File: src/rtl/packet_buffer_read_arbiter.sv
// Two-requester read arbiter for a shared packet buffer: grants one read per cycle and
// steers in-order RAM responses back via a tag FIFO. Define PKTBUF_ARB_FIXED_PRIORITY_EN for A-wins-ties.
module packet_buffer_read_arbiter #(
    parameter int unsigned RAM_SIZE     = 4096,
    parameter int unsigned WORD_LEN     = 8,
    parameter int unsigned MAX_INFLIGHT = 4
) (
    input  logic                        clk,
    input  logic                        reset,
    input  logic                        req_a,
    input  logic                        req_b,
    input  logic [$clog2(RAM_SIZE)-1:0] addr_a,
    input  logic [$clog2(RAM_SIZE)-1:0] addr_b,
    output logic                        gnt_a,
    output logic                        gnt_b,
    output logic                        ready_a,
    output logic                        ready_b,
    output logic [WORD_LEN-1:0]         out_a,
    output logic [WORD_LEN-1:0]         out_b,
    output logic                        ram_read_req,
    output logic [$clog2(RAM_SIZE)-1:0] ram_read_addr,
    input  logic                        ram_read_ready,
    input  logic [WORD_LEN-1:0]         ram_read_out,
    output logic                        err
);

    localparam int unsigned PW = $clog2(MAX_INFLIGHT);
    localparam int unsigned CW = PW + 1;

    logic          tags_q [MAX_INFLIGHT];
    logic [PW-1:0] wr_ptr_q, wr_ptr_d;
    logic [PW-1:0] rd_ptr_q, rd_ptr_d;
    logic [CW-1:0] count_q, count_d;
    logic          err_q, err_d;
    logic          full, empty, push, pop, head_id;

    assign full    = (count_q == CW'(MAX_INFLIGHT));
    assign empty   = (count_q == '0);
    assign head_id = tags_q[rd_ptr_q];

`ifdef PKTBUF_ARB_FIXED_PRIORITY_EN
    always_comb begin
        gnt_a = 1'b0;
        gnt_b = 1'b0;
        if (!reset && !full) begin
            gnt_a = req_a;
            gnt_b = req_b && !req_a;
        end
    end
`else
    // rr_q = 0 favours A on a tie, 1 favours B
    logic rr_q, rr_d;

    always_comb begin
        gnt_a = 1'b0;
        gnt_b = 1'b0;
        if (!reset && !full) begin
            if (req_a && req_b) begin
                gnt_a = !rr_q;
                gnt_b = rr_q;
            end else begin
                gnt_a = req_a;
                gnt_b = req_b;
            end
        end
    end

    always_comb begin
        rr_d = rr_q;
        if (gnt_a) begin
            rr_d = 1'b1;
        end else if (gnt_b) begin
            rr_d = 1'b0;
        end
    end

    always_ff @(posedge clk) begin
        if (reset) begin
            rr_q <= 1'b0;
        end else begin
            rr_q <= rr_d;
        end
    end
`endif

    assign push          = gnt_a | gnt_b;
    assign ram_read_req  = push;
    assign ram_read_addr = gnt_b ? addr_b : addr_a;

    // A response with nothing outstanding is a protocol error, not a pop
    assign pop     = ram_read_ready && !empty;
    assign ready_a = pop && !head_id;
    assign ready_b = pop && head_id;
    assign out_a   = ram_read_out;
    assign out_b   = ram_read_out;
    assign err     = err_q;

    always_comb begin
        wr_ptr_d = wr_ptr_q;
        rd_ptr_d = rd_ptr_q;
        count_d  = count_q;
        err_d    = err_q | (ram_read_ready && empty);
        if (push) begin
            wr_ptr_d = wr_ptr_q + 1'b1;
        end
        if (pop) begin
            rd_ptr_d = rd_ptr_q + 1'b1;
        end
        if (push && !pop) begin
            count_d = count_q + 1'b1;
        end else if (pop && !push) begin
            count_d = count_q - 1'b1;
        end
    end

    always_ff @(posedge clk) begin
        if (reset) begin
            wr_ptr_q <= '0;
            rd_ptr_q <= '0;
            count_q  <= '0;
            err_q    <= 1'b0;
        end else begin
            wr_ptr_q <= wr_ptr_d;
            rd_ptr_q <= rd_ptr_d;
            count_q  <= count_d;
            err_q    <= err_d;
        end
    end

    always_ff @(posedge clk) begin
        if (push) begin
            tags_q[wr_ptr_q] <= gnt_b;
        end
    end

endmodule

File: config.mk
export PLATFORM = sky130hd
export DESIGN_NAME = packet_buffer_read_arbiter
export DESIGN_NICKNAME = d
export VERILOG_FILES = /design/src/rtl/packet_buffer_read_arbiter.sv
export SDC_FILE = /design/constraint.sdc
export NUM_CORES = 1
export LEC_CHECK = 0
export ABC_AREA = 1
export BUFFER_PORTS_ARGS = -buffer_cell sky130_fd_sc_hd__buf_2
export CORE_MARGIN = 2
export CORE_UTILIZATION = 41
export DETAILED_ROUTE_END_ITERATION = 6
export PLACE_DENSITY = 0.81
export SLEW_MARGIN = 15
export SYNTH_ARGS = -nofsm -noshare
export SYNTH_HDL_FRONTEND = slang
export SYNTH_SLANG_ARGS = --single-unit
export TNS_END_PERCENT = 1
File: constraint.sdc
create_clock -name clk -period 2.49 [get_ports clk]
set_input_delay 0.498 -clock clk [delete_from_list [all_inputs] [get_ports clk]]
set_output_delay 0.498 -clock clk [all_outputs]
set_load 0.05 [all_outputs]
==> out/metrics.yaml, run 1 <==
global_route:
  grt_use_met1: 0.192
  grt_util_met3: 0.0301
  grt_pass1_vias: 704
  grt_pass1_wl_um: 2930
  grt_max_degree: 18
  grt_overflow_total: 0
  grtUsageTotal: 0.135
  antenna_found_initial: 0
  busiest_layer: "met1"
  use_met2: 0.189
detailed_routing:
  wl_per_cell_um: 9.22
  ant_nets: 0
  drc_errors: 0
  initialDrtViolationCount: 14
  dr.pass1.iters: 4
  vias: 923
  postRouteWirelength_um: 1930
  vias_per_cell: 4.42
worst_setup_path:
  cp-startpoint: "count_q[1]"
  path_class: "reg2out"
  crit_path_start_kind: "register"
  cp_max_fo: 17
  regToRegStartpoint: "count_q[1]"
  arrival_ns: 1.65
  worstSetupEndpointType: "output port"
  worstPathRequired_ns: 1.99
placed_design:
  dpl_worst_slack_ns: 0.297
  gp_congestion: 0.790
  placed_area_um2: 1170
  numPlacedInstances: 205
  port_buffers: 46
  hpwlAfterDp_um: 1580
logic_synthesis:
  ys.flop_type: "dfxtp_1"
  synthMostInstantiatedCell: "nand2_1"
  syn_inst: 147
  async_reset_ff_frac: 0
  syn_nets: 190
  synth_area_leader_cell: "dfxtp_1"
  synth_edf_count: 4
  synth_area_um2: 1040
  synth_top_cell_area_share: 0.212
  seq_area_frac_synth: 0.327
  synth_cell_type_count: 19
  synthTopCellsByArea: "dfxtp_1 21%, nand2_1 18%, buf_4 12%"
  syn_avg_cell_area_um2: 7.08
  yosys_warnings: 0
  ys_seq_elements: 15
  synthTopCellsByCount: "51 x nand2_1, 17 x buf_4, 16 x inv_1"
finish:
  final_nets: 223
  layout-drive-gt1-share: 0.324
  utilization: 0.492
  num_antenna_cells: 0
  fin_cells: 209
  final_area_um2: 1200
  syn_to_final_growth_pct: 14.9
worst_hold_path:
  worstHoldStart: "reset"
  worst_hold_path_type: "in2reg"
clock_tree:
  tritoncts: "built"
  cts_buffer_depth: 2
  insertion_delay_ns: 0.28
  cts-root-buf: "clkbuf_4"
  htree_levels: 1
  numCtsBuffers: 3
  hold_buffers: 0
  path_clk_slew_ns: 0.09
  clock_sinks: 15
  ctsResizeCount: 0
  post_cts_buffers: 0
floorplanning:
  num_rows: 18
  coreArea_um2: 2430
  ios: 71
  die_h_um: 54.4
  start_util: 0.428
  dieArea_um2: 2960
  die_w_um: 54.4
timing:
  finalCritPeriodShare: 0.864
  setup_viol: 0
  maxSlewViolCount: 0
  relSlewSlack: 0.798
  rsz0062_at_grt: "no"
  setup_tns_ns: 0
  worstMarginPinSlew_ns: 0.304
  min_period_ns: 2.15
  fin_ws_ns: 0.340
  hold_viol_final: 0
  finalClockSkew_ns: 0.00948
  max_freq_mhz: 465
pwr:
  peakVddDrop_v: 0.000585
  p_leak_uw: 0.000680
  power_density_nw_per_um2: 941
run:
  maxCapViolCount: 0
run_status:
  outcome: "complete, no violations"
logic make-up after synthesis:
| logic type | after synthesis | synth area share |
|---|---|---|
| simple gates | 75 | 0.306 |
| buf+inv | 36 | 0.201 |
| flops | 15 | 0.327 |
| compound gates | 13 | 0.0697 |
| fa+ha+maj | 6 | 0.0793 |
| xor+xnor | 2 | 0.0168 |
area by class of cell:
class                      instances  area (um^2)
multi-input combinational         96          492
sequential                        15          340
clock buffer                       4         26.3
timing repair buffer              46          230
tap                               30         37.5
fill                             248         1240
inverter                          18         70.1
placed cells by master (no fill, tap or decap):
master	synthesis	routed
nand2_2	3	3
dfxtp_1	11	11
clkbuf_1	0	1
nand2_1	51	51
ha_1	5	5
nand3_4	1	1
buf_2	0	46
nand3_1	7	7
xor2_1	2	2
clkbuf_4	0	3
a21oi_1	9	9
o21ai_2	2	2
inv_2	1	1
inv_4	1	1
nor2_4	1	1
nor2_1	12	12
edfxtp_1	4	4
o21ai_0	2	2
fa_1	1	1
inv_1	16	16
through the flow:
stage	power [uW]	hold WS (ns)
6_report	1130	0.441
3_5_place_dp	995	0.441
2_1_floorplan	940	0.459
4_1_cts	1130	0.437
3_3_place_gp	997	0.437
5_1_grt	1230	0.444
worst max-delay path: stages, from the launching register on:
cell	delay, ns
dfxtp_1	0.44
nor2_4	0.08
nand2_2	0.09
nand3_4	0.18
inv_4	0.20
nand2_1	0.07
nand2_1	0.06
buf_2	0.25
layer usage:
metal  part of all wire  up-vias
met4              0.016        0
met1               0.43      388
met5                  0        -
met3              0.067        4
li1                   -      501
met2               0.49       30
final timing paths:
check	slack [ns]	depth (start not counted)	to
worst max-delay path	0.34	7	ram_read_addr[9]
worst min-delay path	0.44	2	err
worst max register to register	0.52	11	count_q[2]
worst min register to register	0.45	2	err
report_power, final:
group          switching [uW]  total (uW)  internal (uW)
clock network            74.7         137           62.2
logic                     436         620            183
registers                55.6         370            314
Note: power is estimated with default switching activity, not from simulation.
==> inputs of run 2 (changes only) <==
--- a/config.mk
+++ b/config.mk
@@ -9,6 +9,7 @@
 export BUFFER_PORTS_ARGS = -buffer_cell sky130_fd_sc_hd__buf_2
 export CORE_MARGIN = 2
 export CORE_UTILIZATION = 41
+export CTS_BUF_LIST = sky130_fd_sc_hd__clkbuf_16
 export DETAILED_ROUTE_END_ITERATION = 6
 export PLACE_DENSITY = 0.81
 export SLEW_MARGIN = 15
==> run 2 against run 1 <==
Cell count unchanged. Critical path depth unchanged. Sequential power about the same. Via count down 1.2%. Power up 15%. Sequential cell count unchanged. Final area up 4.4%. Combinational power about the same. Core utilization up 2.2 points. Hold slack better by 0.0049 ns. Setup slack better by 0.059 ns. Critical path type unchanged.
==> out/metrics.yaml, run 2 (synthesized netlist as in run 1, its figures left out) <==
run_status:
  outcome: "complete, no violations"
finish:
  syn_to_final_growth_pct: 20.0
  multi_input_area_um2: 492
  num_antenna_cells: 0
  layout-drive-gt1-share: 0.324
  final_nets: 223
  regArea_um2: 340
  final_common_cell: "nand2_1"
  final_cell_mix: "51 x nand2_1, 46 x buf_2, 17 x inv_1"
  fin_cells: 209
  fill_cells: 245
detailed_routing:
  initialDrtViolationCount: 3
  dr.pass1.iters: 2
  wl_per_cell_um: 9.17
  ant_nets: 0
  vias: 912
  vias_per_cell: 4.36
  drc_errors: 0
  postRouteWirelength_um: 1920
clock_tree:
  cts_buffer_depth: 2
  clock_sinks: 15
  htree_levels: 1
  cts-root-buf: "clkbuf_16"
  numCtsBuffers: 3
  insertion_delay_ns: 0.24
  tritoncts: "built"
  hold_buffers: 0
  post_cts_buffers: 0
  path_clk_slew_ns: 0.05
  ctsResizeCount: 0
timing:
  finalClockSkew_ns: 0.00566
  setup_viol: 0
  whs_ns: 0.446
  maxSlewViolCount: 0
  relSlewSlack: 0.798
  worstMarginPinSlew_ns: 0.303
  setup_tns_ns: 0
  rsz0062_at_grt: "no"
  finalCritPeriodShare: 0.840
  hold_viol_final: 0
  min_period_ns: 2.09
  max_freq_mhz: 478
pwr:
  power_density_nw_per_um2: 1040
  p_leak_uw: 0.000707
  peakVddDrop_v: 0.000667
worst_setup_path:
  cp_max_fo: 17
  worstSetupEndpointType: "output port"
  path_cells: "nor2_4 -> nand2_2 -> nand3_4 -> inv_4 -> nand2_1 -> nand2_1 -> buf_2"
  path_common_cell: "nand2_1"
  arrival_ns: 1.59
  path_class: "reg2out"
  crit_path_start_kind: "register"
  cp_num_buf_inv: 2
  worst_path_largest_cell_delay_ns: 0.42
  worstPathRequired_ns: 1.99
  critical_path.top_delay_family: "simple AND/OR/NAND/NOR gates"
  slowest_stage: "dfxtp_1"
placed_design:
  numPlacedInstances: 205
  hpwlAfterDp_um: 1580
  gp_congestion: 0.790
  port_buffers: 46
floorplanning:
  ios: 71
  start_util: 0.428
  die_h_um: 54.4
  num_rows: 18
  die_w_um: 54.4
  coreArea_um2: 2430
  dieArea_um2: 2960
global_route:
  antenna_found_initial: 0
  grt_overflow_total: 0
  grt_max_degree: 18
  grt_pass1_vias: 710
  grtUsageTotal: 0.134
  grt_pass1_wl_um: 2950
run:
  maxCapViolCount: 0
worst_hold_path:
  worst_hold_path_type: "reg2reg"
==> run 2: cell count changes in the layout (fill, tap and decap cells not counted) <==
| cell | previous run | this run |
|---|---|---|
| inv_1 | 16 | 17 |
| clkbuf_1 | 1 | 0 |
| clkbuf_4 | 3 | 0 |
| clkbuf_16 | 0 | 3 |
==> run 2: worst paths after layout <==
path,start,endpoint,slack [ns],cells past startpoint
worst max-delay path,count_q[1],ram_read_addr[9],0.40,7
worst min-delay path,err,err,0.45,2
worst max register to register,count_q[1],count_q[2],0.52,11
worst min register to register,err,err,0.45,2
==> run 2: cell type report <==
class | instances | share of cell area
Multi-Input combinational cell | 96 | 0.394
Sequential cell | 15 | 0.273
Timing Repair Buffer | 46 | 0.184
Clock buffer | 3 | 0.0601
Inverter | 18 | 0.0561
Tap cell | 30 | 0.0301
Clock inverter | 1 | 0.00301
==> run 2: where the power goes <==
part | total [uW] | internal, uW | switching [uW] | leakage [uW]
clock network | 302 | 212 | 89.7 | 0.0000423
registers | 371 | 315 | 55.5 | 0.000128
logic | 621 | 184 | 437 | 0.000537
total | 1290 | 711 | 582 | 0.000707
==> run 2: layer usage <==
layer	track usage	share of wire
met4	0.0750	0.018
met5	0	0
met2	0.191	0.48
met3	0.0191	0.044
met1	0.192	0.45
==> run 2: through the flow <==
stage,util,setup slack (ns),area (um^2),power (uW)
floorplan,-,0.208,1040,940
global placement,0.481,0.260,1170,997
detailed placement,0.481,0.297,1170,995
CTS,0.513,0.385,1250,1300
global route,0.513,0.230,1250,1400
finish,0.513,0.399,1250,1290
==> run 2: tightest hold or removal path, delay by kind of cell (launching register included) <==
| kind | cells | cell delay, ns |
|---|---|---|
| buf+inv | 1 | 0.05 |
| compound gates | 1 | 0.05 |
| flops | 1 | 0.30 |
==> inputs of run 3 (changes only) <==
==> constraint.sdc (replaced) <==
create_clock -name clk -period 2.1 [get_ports clk]
set_input_delay 0.42 -clock clk [delete_from_list [all_inputs] [get_ports clk]]
set_output_delay 0.42 -clock clk [all_outputs]
set_load 0.05 [all_outputs]
==> run 3 against run 2 <==
Combinational power is 29% higher. Via count is 4.2% higher. Clock power is 20% higher. Count of clock-buffer cells in the layout stayed put. Routed wire length is 4.3% higher. Final area is 6.2% higher. Global-route usage is 0.60 points higher. Largest cell class unchanged. Largest power group unchanged. Sequential power is 20% higher. Sequential share of layout area is 1.6 points lower. Power is 24% higher.
==> out/metrics.yaml, run 3 (synthesized netlist as in run 1, its figures left out) <==
timing:
  rsz0062_at_grt: "no"
  max_freq_mhz: 506
  setup_tns_ns: 0
  relSlewSlack: 0.812
  finalCritPeriodShare: 0.940
  hold_viol_final: 0
  min_period_ns: 1.97
  worstMarginPinSlew_ns: 0.281
  finalClockSkew_ns: 0.00367
  maxSlewViolCount: 0
  setup_viol: 0
placed_design:
  port_buffers: 46
  numPlacedInstances: 208
  gp_congestion: 0.812
  hpwlAfterDp_um: 1600
clock_tree:
  clock_sinks: 15
  tritoncts: "built"
  numCtsBuffers: 3
  cts_buffer_depth: 2
  hold_buffers: 0
  path_clk_slew_ns: 0.05
  cts-root-buf: "clkbuf_16"
  ctsResizeCount: 0
  insertion_delay_ns: 0.24
  post_cts_buffers: 0
  htree_levels: 1
floorplanning:
  die_h_um: 54.4
  start_util: 0.428
  coreArea_um2: 2430
  dieArea_um2: 2960
  ios: 71
  die_w_um: 54.4
  num_rows: 18
finish:
  fill_cells: 236
  syn_to_final_growth_pct: 27.4
  final_cell_mix: "49 x nand2_1, 43 x buf_2, 14 x inv_1"
  num_antenna_cells: 0
  layout-drive-gt1-share: 0.374
  multi_input_area_um2: 531
  final_nets: 226
  final_common_cell: "nand2_1"
  fin_cells: 212
  regArea_um2: 340
pwr:
  peakVddDrop_v: 0.000746
  p_leak_uw: 0.000722
  power_density_nw_per_um2: 1210
detailed_routing:
  ant_nets: 0
  vias_per_cell: 4.48
  wl_per_cell_um: 9.43
  postRouteWirelength_um: 2000
  vias: 950
  drc_errors: 0
  initialDrtViolationCount: 8
  dr.pass1.iters: 4
run:
  maxCapViolCount: 0
worst_hold_path:
  worst_hold_path_type: "reg2reg"
worst_setup_path:
  worstPathRequired_ns: 1.68
  cp_max_fo: 11
  crit_path_start_kind: "register"
  arrival_ns: 1.55
  path_class: "reg2out"
  worstSetupEndpointType: "output port"
global_route:
  antenna_found_initial: 0
  grtUsageTotal: 0.140
  grt_max_degree: 18
  grt_pass1_vias: 749
  grt_pass1_wl_um: 2980
  grt_overflow_total: 0
run_status:
  outcome: "complete, no violations"
[run 3: changes by cell type in the layout (fill, tap and decap cells not counted), moves of 2 or more]
cell      previous run  this run
buf_4                0         3
nand2_4              0         2
nand2_1             51        49
buf_2               46        43
clkbuf_4             0         3
inv_1               17        14
[run 3: worst paths after layout]
check	from	endpoint	slack, ns	depth (start not counted)
worst max-delay path	count_q[0]	ram_read_addr[1]	0.13	7
worst min-delay path	err	err	0.45	2
worst max register to register	count_q[0]	count_q[2]	0.13	11
worst min register to register	err	err	0.45	2
[run 3: layout make-up]
type                       count  area share
inverter                      18      0.0594
sequential                    15       0.257
multi-input combinational     96       0.400
clock inverter                 1     0.00283
timing repair buffer          49       0.196
clock buffer                   3      0.0566
tap                           30      0.0283
[run 3: metrics by stage]
stage	utilization	setup WS, ns	instance area, um^2	hold slack (ns)	total power, uW
3_3_place_gp	0.508	0.0809	1240	0.432	1220
6_report	0.545	0.125	1330	0.445	1610
3_5_place_dp	0.508	0.0188	1240	0.439	1240
4_1_cts	0.541	0.0467	1320	0.446	1610
5_1_grt	0.545	0.00596	1330	0.478	1720
2_1_floorplan	-	0.000585	1080	0.464	1150
[run 3: worst max-delay path, cell delays in order (launching register included)]
cell,delay (ns)
dfxtp_1,0.37
nor2_4,0.15
nand2_2,0.10
nand3_4,0.13
buf_4,0.18
nand2_1,0.06
nand2_1,0.06
buf_2,0.25
[run 3: power breakdown]
part           switching, uW  internal, uW  leakage, uW  total [uW]
logic                    545           255     0.000552         800
registers               71.5           374     0.000128         445
clock network            109           252    0.0000423         361
total                    726           880     0.000722        1610
[run 3: metal layers]
layer	vias up	wire, um	GRT usage	part of all wire
met5	-	0	0	0
met4	0	26	0.0708	0.013
met3	3	79	0.0301	0.040
met2	17	1030	0.243	0.51
met1	422	867	0.161	0.43
li1	508	-	-	-
